## src/rtl/serial_adder.sv

```systemverilog
// Bit-serial adder/subtractor: one full-adder cell reused over WIDTH cycles, LSB first,
// with a start/busy/done handshake and registered sum, carry-out and signed overflow.
module serial_adder #(
  parameter int WIDTH = 8
) (
  input  logic             clk,
  input  logic             reset,
  input  logic             start,
  input  logic             sub,
  input  logic [WIDTH-1:0] a,
  input  logic [WIDTH-1:0] b,
  input  logic             cin,
  output logic [WIDTH-1:0] s,
  output logic             cout,
  output logic             ovf,
  output logic             busy,
  output logic             done
);

  localparam int CNT_W = $clog2(WIDTH + 1);

  typedef enum logic [1:0] {IDLE, RUN, DONE} state_t;

  state_t           state;
  state_t           state_nxt;
  logic [WIDTH-1:0] sa;
  logic [WIDTH-1:0] sb;
  logic [WIDTH-1:0] sr;
  logic             c;
  logic [CNT_W-1:0] cnt;
  logic             accept;
  logic             last;
  logic             sum_bit;
  logic             carry_nxt;

  function automatic logic fa_sum(input logic x, input logic y, input logic ci);
    return x ^ y ^ ci;
  endfunction

  function automatic logic fa_carry(input logic x, input logic y, input logic ci);
    return (x & y) | (x & ci) | (y & ci);
  endfunction

  assign sum_bit   = fa_sum(sa[0], sb[0], c);
  assign carry_nxt = fa_carry(sa[0], sb[0], c);
  assign last      = (state == RUN) && (cnt == CNT_W'(WIDTH - 1));
  assign busy      = (state == RUN);
  assign done      = (state == DONE);

  always_ff @(posedge clk) begin
    if (reset) state <= IDLE;
    else       state <= state_nxt;
  end

  always_comb begin
    state_nxt = state;
    accept    = 1'b0;
    case (state)
      IDLE: begin
        if (start) begin
          state_nxt = RUN;
          accept    = 1'b1;
        end
      end
      RUN: begin
        if (last) state_nxt = DONE;
      end
      DONE: begin
        // A start in the completion cycle chains straight into the next operation.
        if (start) begin
          state_nxt = RUN;
          accept    = 1'b1;
        end else begin
          state_nxt = IDLE;
        end
      end
      default: state_nxt = IDLE;
    endcase
  end

  always_ff @(posedge clk) begin
    if (reset) begin
      sa   <= '0;
      sb   <= '0;
      sr   <= '0;
      c    <= 1'b0;
      cnt  <= '0;
      s    <= '0;
      cout <= 1'b0;
      ovf  <= 1'b0;
    end else if (accept) begin
      sa  <= a;
      sb  <= sub ? ~b : b;
      c   <= sub ? 1'b1 : cin;
      cnt <= '0;
    end else if (state == RUN) begin
      sa  <= sa >> 1;
      sb  <= sb >> 1;
      sr  <= {sum_bit, sr[WIDTH-1:1]};
      c   <= carry_nxt;
      cnt <= cnt + CNT_W'(1);
      // On the MSB step, c still holds the carry into the MSB.
      if (last) begin
        s    <= {sum_bit, sr[WIDTH-1:1]};
        cout <= carry_nxt;
        ovf  <= c ^ carry_nxt;
      end
    end
  end

endmodule

```

## config.mk

```make
export PLATFORM = sky130hd
export DESIGN_NAME = serial_adder
export DESIGN_NICKNAME = d
export VERILOG_FILES = /design/src/rtl/serial_adder.sv
export SDC_FILE = /design/constraint.sdc
export NUM_CORES = 1
export LEC_CHECK = 0
export CAP_MARGIN = 20
export CORE_MARGIN = 2
export CORE_UTILIZATION = 50
export CTS_CLUSTER_DIAMETER = 120
export CTS_CLUSTER_SIZE = 12
export DETAILED_ROUTE_END_ITERATION = 8
export PLACE_DENSITY_LB_ADDON = 0.25
export SYNTH_ARGS = -nofsm -noshare
export SYNTH_HDL_FRONTEND = slang
export SYNTH_SLANG_ARGS = --single-unit
```

## constraint.sdc

```tcl
create_clock -name clk -period 1.9 [get_ports clk]
set_clock_uncertainty 0.15 [all_clocks]
set_input_delay 0.38 -clock clk [delete_from_list [all_inputs] [get_ports clk]]
set_output_delay 0.38 -clock clk [all_outputs]
set_load 0.05 [all_outputs]
```

==> Word-level counts from Yosys, hierarchy flattened <==
Cells that the tools add are included.
{ "word_totals": {"reg_bits": 41} }
{ "op_classes": {"n_addsub": 1, "n_eq_ne": 5, "mux": 14, "bitwise_logic": 10, "reduce_logical": 8} }
{ "ops": {"columns": ["operator", "n"], "rows": [
  ["$mux W8", 5],
  ["$not A8 Y8", 1],
  ["$mux W1", 6],
  ["$pmux W2 S3", 1],
  ["$add A4 B1 Y4 const B", 1],
  ["$eq A4 B3 Y1 const B", 1],
  ["$mux W2", 2],
  ["$reduce_and A2 Y1", 2],
  ["$reduce_or A2 Y1", 2],
  ["$and A1 B1 Y1", 3],
  ["$reduce_and A3 Y1", 1],
  ["$xor A1 B1 Y1", 3],
  ["$eq A2 B1 Y1 const B", 1],
  ["$eq A2 B2 Y1 const B", 1],
  ["$logic_not A2 Y1", 1],
  ["$ne A2 B1 Y1 const B", 1],
  ["$ne A2 B2 Y1 const B", 1],
  ["$or A1 B1 Y1", 2],
  ["$reduce_bool A2 Y1", 1],
  ["$logic_and A1 B1 Y1", 1],
  ["$not A1 Y1", 1]
]} }

==> Longest topological paths before layout <==
{ "depth": {"depth_word": 5, "mapped_depth": 7, "mapped_depth_nobuf": 4} }

==> Least setup slack after synthesis <==
No wires, ideal clock.
{ "synth_timing": {"path_type": "register to output", "startpoint": "reg state[1]", "endpoint": "out done", "arrival_ns": 1.023, "required_time_ns": 1.370, "setup_slack_ns": 0.347, "stages_incl_launch_ff": 2, "n_path_buf": 0, "cell_sequence": "dfxtp_1 nor2b_1"} }
{ "synth_via": {"elab_chain_cells": 1} }
{ "synth_rtl": {"columns": ["element", "line", "text"], "rows": [
  ["start, declared", "24", "state_t state;"],
  ["start signal, assigned", "52", "else state <= state_nxt;"],
  ["$eq A2 B2 Y1", "48", "assign done = (state == DONE);"],
  ["end, declared", "17", "output logic done"]
]} }
No other way between the ends.

==> Final worst setup path <==
{ "layout_timing": {"startpoint": "reg state[0]", "endpoint": "out busy"} }
{ "layout_via": {"elab_chain_cells": 1} }
{ "layout_rtl": {"columns": ["element", "line", "text"], "rows": [
  ["$eq A2 B1 Y1", "47", "assign busy = (state == RUN);"],
  ["end, declared", "16", "output logic busy,"]
]} }
No other way between the ends.

==> flow_summary.json <==
{
  "status": "complete, no violations",
  "clock-sinks": 40,
  "post-cts-setup-buffers": 0,
  "detail_route.wirelength_um": 3530,
  "cp-start-kind": "flop",
  "final_layout_size_suffix_gt1_share_pct": 14.1,
  "cts.path.max_buffers": 2,
  "wl_met1_um": 1570,
  "fin_cells": 273,
  "crit_type": "flop to output port",
  "path_delay_family": "flip-flops",
  "end_kind": "output port",
  "vias_per_cell": 5.49,
  "dp_cells": 265,
  "syn_area_per_cell_um2": 8.69,
  "syn_inst": 196,
  "wl_met3_um": 153,
  "h-tree-depth": 2,
  "cts_resized": 0,
  "synth_warnings": 0,
  "root_buffer": "clkbuf_4",
  "coreArea_mm2": 0.00331,
  "firstDrtPassIters": 5,
  "io_pins": 33,
  "synth_area_mm2": 0.00170,
  "setup_viol": 0,
  "synth_edf_count": 0,
  "required_ps": 1370,
  "grt.overflow.total": 0,
  "tightest_slew_ps": 396,
  "placed_area_mm2": 0.00203,
  "fin_nets": 249,
  "cap_violations": 0,
  "worstHoldPathType": "flop to flop",
  "antenna_left": 0,
  "grt_max_degree": 35,
  "finalSetupTns_ps": 0,
  "grt_pass1_vias": 1426,
  "ctsHoldBuffers": 0,
  "drc": 0,
  "crit_chain": "nand2b_1, inv_4, buf_4",
  "die-area_mm2": 0.00389,
  "p_leak_nw": 0.783,
  "fmax_mhz": 553,
  "grt_pass1_wl_um": 6270,
  "synth_cell_types": 29,
  "finalInstanceArea_mm2": 0.00209,
  "hold_viol": 0,
  "crit_buf_inv": 2,
  "io_buffers": 32,
  "synth_top_area_cell": "dfxtp_1",
  "drtIter0Drc": 87,
  "relSlewSlack_pct": 73.5,
  "ys_ff_latch": 40,
  "rows": 21,
  "n_antenna_cell": 0,
  "num_vias": 1498,
  "finalCritPeriodShare_pct": 95.1,
  "rsz0062_at_grt": "no",
  "ys_seq_area_share_pct": 47.0,
  "start_util_pct": 51.4,
  "min-delay-start": "sr[1]",
  "synth_fp_nets": 219,
  "async_flop_share_pct": 0,
  "route.met2.wl_um": 1770,
  "synth_area_leaders": "dfxtp_1 (47%), a21oi_1 (6.5%), nor3_1 (6.2%), nand2_1 (4.8%), xor2_1 (4.6%)",
  "r2r_start": "cnt[0]",
  "slowest_stage": "dfxtp_1",
  "highest_layer": "met4",
  "die_h_um": 62.4,
  "worstPathArrival_ps": 1280,
  "powerDensity_mw_per_mm2": 763,
  "insertion_delay_ps": 330,
  "ir_drop_v": 0.000386,
  "critical_path.max_fanout": 14,
  "startpoint": "state[0]",
  "wire_per_inst_um": 12.9,
  "synth_top_flop_cell": "dfxtp_1",
  "layout_min_cycle_time_ps": 1810,
  "area_delta_synth_final_pct": 23.0,
  "grt_util_all_layers_pct": 19.8,
  "yosys.area.top_type_share_pct": 47.0,
  "cts_buffers": 5,
  "maxSlewViolCount": 0,
  "gp_congestion": 0.692,
  "cts_tree": "done",
  "die_width_um": 62.4,
  "crit_path_max_incr_delay_ps": 420,
  "dp_hpwl_um": 2460,
  "path_clk_slew_ps": 110,
  "antenna_found_initial": 0
}
-- report_power, final --
| group | total (W) | leakage [nW] | internal, W | switching (W) |
|---|---|---|---|---|
| logic | 0.000253 | 0.419 | 0.000119 | 0.000134 |
| clock network | 0.000440 | 0.0380 | 0.000176 | 0.000264 |
| registers | 0.000905 | 0.326 | 0.000879 | 0.0000266 |
| total | 0.00160 | 0.783 | 0.00117 | 0.000424 |
-- metal layers --
metal  GRT usage (%)  vias up
met5               0        -
met3            4.17        5
li1                -      754
met2            35.5       36
met1            23.7      703
met4            6.67        0
-- sequential cells by signal, indices dropped and copies added (netlist names) --
name,cells
sa,8
state,2
sb,8
ovf,1
s,8
c,1
cout,1
sr,7
cnt,4
-- stage by stage --
step	setup slack [ps]	power (W)	hold WS, ps	utilization (%)
3_3_place_gp	157	0.00116	293	61.4
6_report	93.2	0.00160	326	63.3
4_1_cts	38.5	0.00161	326	63.2
3_5_place_dp	76.4	0.00117	308	61.4
2_1_floorplan	347	0.00109	287	-
5_1_grt	26.1	0.00169	339	63.3
-- worst paths after layout --
| check | endpoint | slack (ps) | depth (start not counted) |
|---|---|---|---|
| worst max-delay path | busy | 90 | 3 |
| worst min-delay path | sr[1] | 330 | 2 |
| worst max register to register | s[6] | 380 | 4 |
| worst min register to register | sr[1] | 330 | 2 |
-- synth_stat cells (all sizes together) (2+ instances only) --
library cell   n
dfxtp         40
a21oi         22
nand2         22
nor3          21
buf           15
nand3         15
o21ai         13
xor2           9
o22ai          8
a31oi          4
clkbuf         4
a22oi          3
mux2i          3
nand2b         2
nand3b         2
nor2b          2
xnor2          2
-- final cells by class --
cell class	instances	area, um2
multi-input combinational	135	774
fill	306	1220
clock buffer	6	51.3
inverter	2	10.0
clock inverter	2	10.0
sequential	40	801
timing repair buffer	42	390
tap	46	57.6
-- layout by cell type (no fill, tap or decap), drive strengths merged --
| cell type | count |
|---|---|
| a21oi | 22 |
| a22oi | 3 |
| a311oi | 1 |
| a31oi | 4 |
| and3b | 1 |
| buf | 22 |
| clkbuf | 6 |
| clkdlybuf4s50 | 20 |
| clkinv | 2 |
| dfxtp | 40 |
| fa | 1 |
| ha | 1 |
| inv | 2 |
| mux2i | 3 |
| nand2 | 22 |
| nand2b | 2 |
| nand3 | 15 |
| nand3b | 2 |
| nand4 | 1 |
| nor2 | 1 |
| nor2b | 2 |
| nor3 | 21 |
| o21ai | 13 |
| o22ai | 8 |
| or3 | 1 |
| xnor2 | 2 |
| xor2 | 9 |
-- kinds of logic (layout without fill, tap and decap cells) --
group / after synthesis / in the layout / synth area share (%)
adder cells (fa/ha/maj): 2 / 2 / 1.91
multiplexers: 3 / 3 / 1.76
flip-flops: 40 / 40 / 47.0
AO/OA/AOI/OAI: 51 / 51 / 16.9
XOR/XNOR: 11 / 11 / 5.66
AND/OR/NAND/NOR: 68 / 68 / 19.3
buffers and inverters: 21 / 52 / 7.49
-- worst min-delay path, cell delays in order (launching register included) --
cell and delay, ps:
dfxtp_1 330, nand2_1 50, a21oi_1 60
Power figures use the tool's default switching activity.
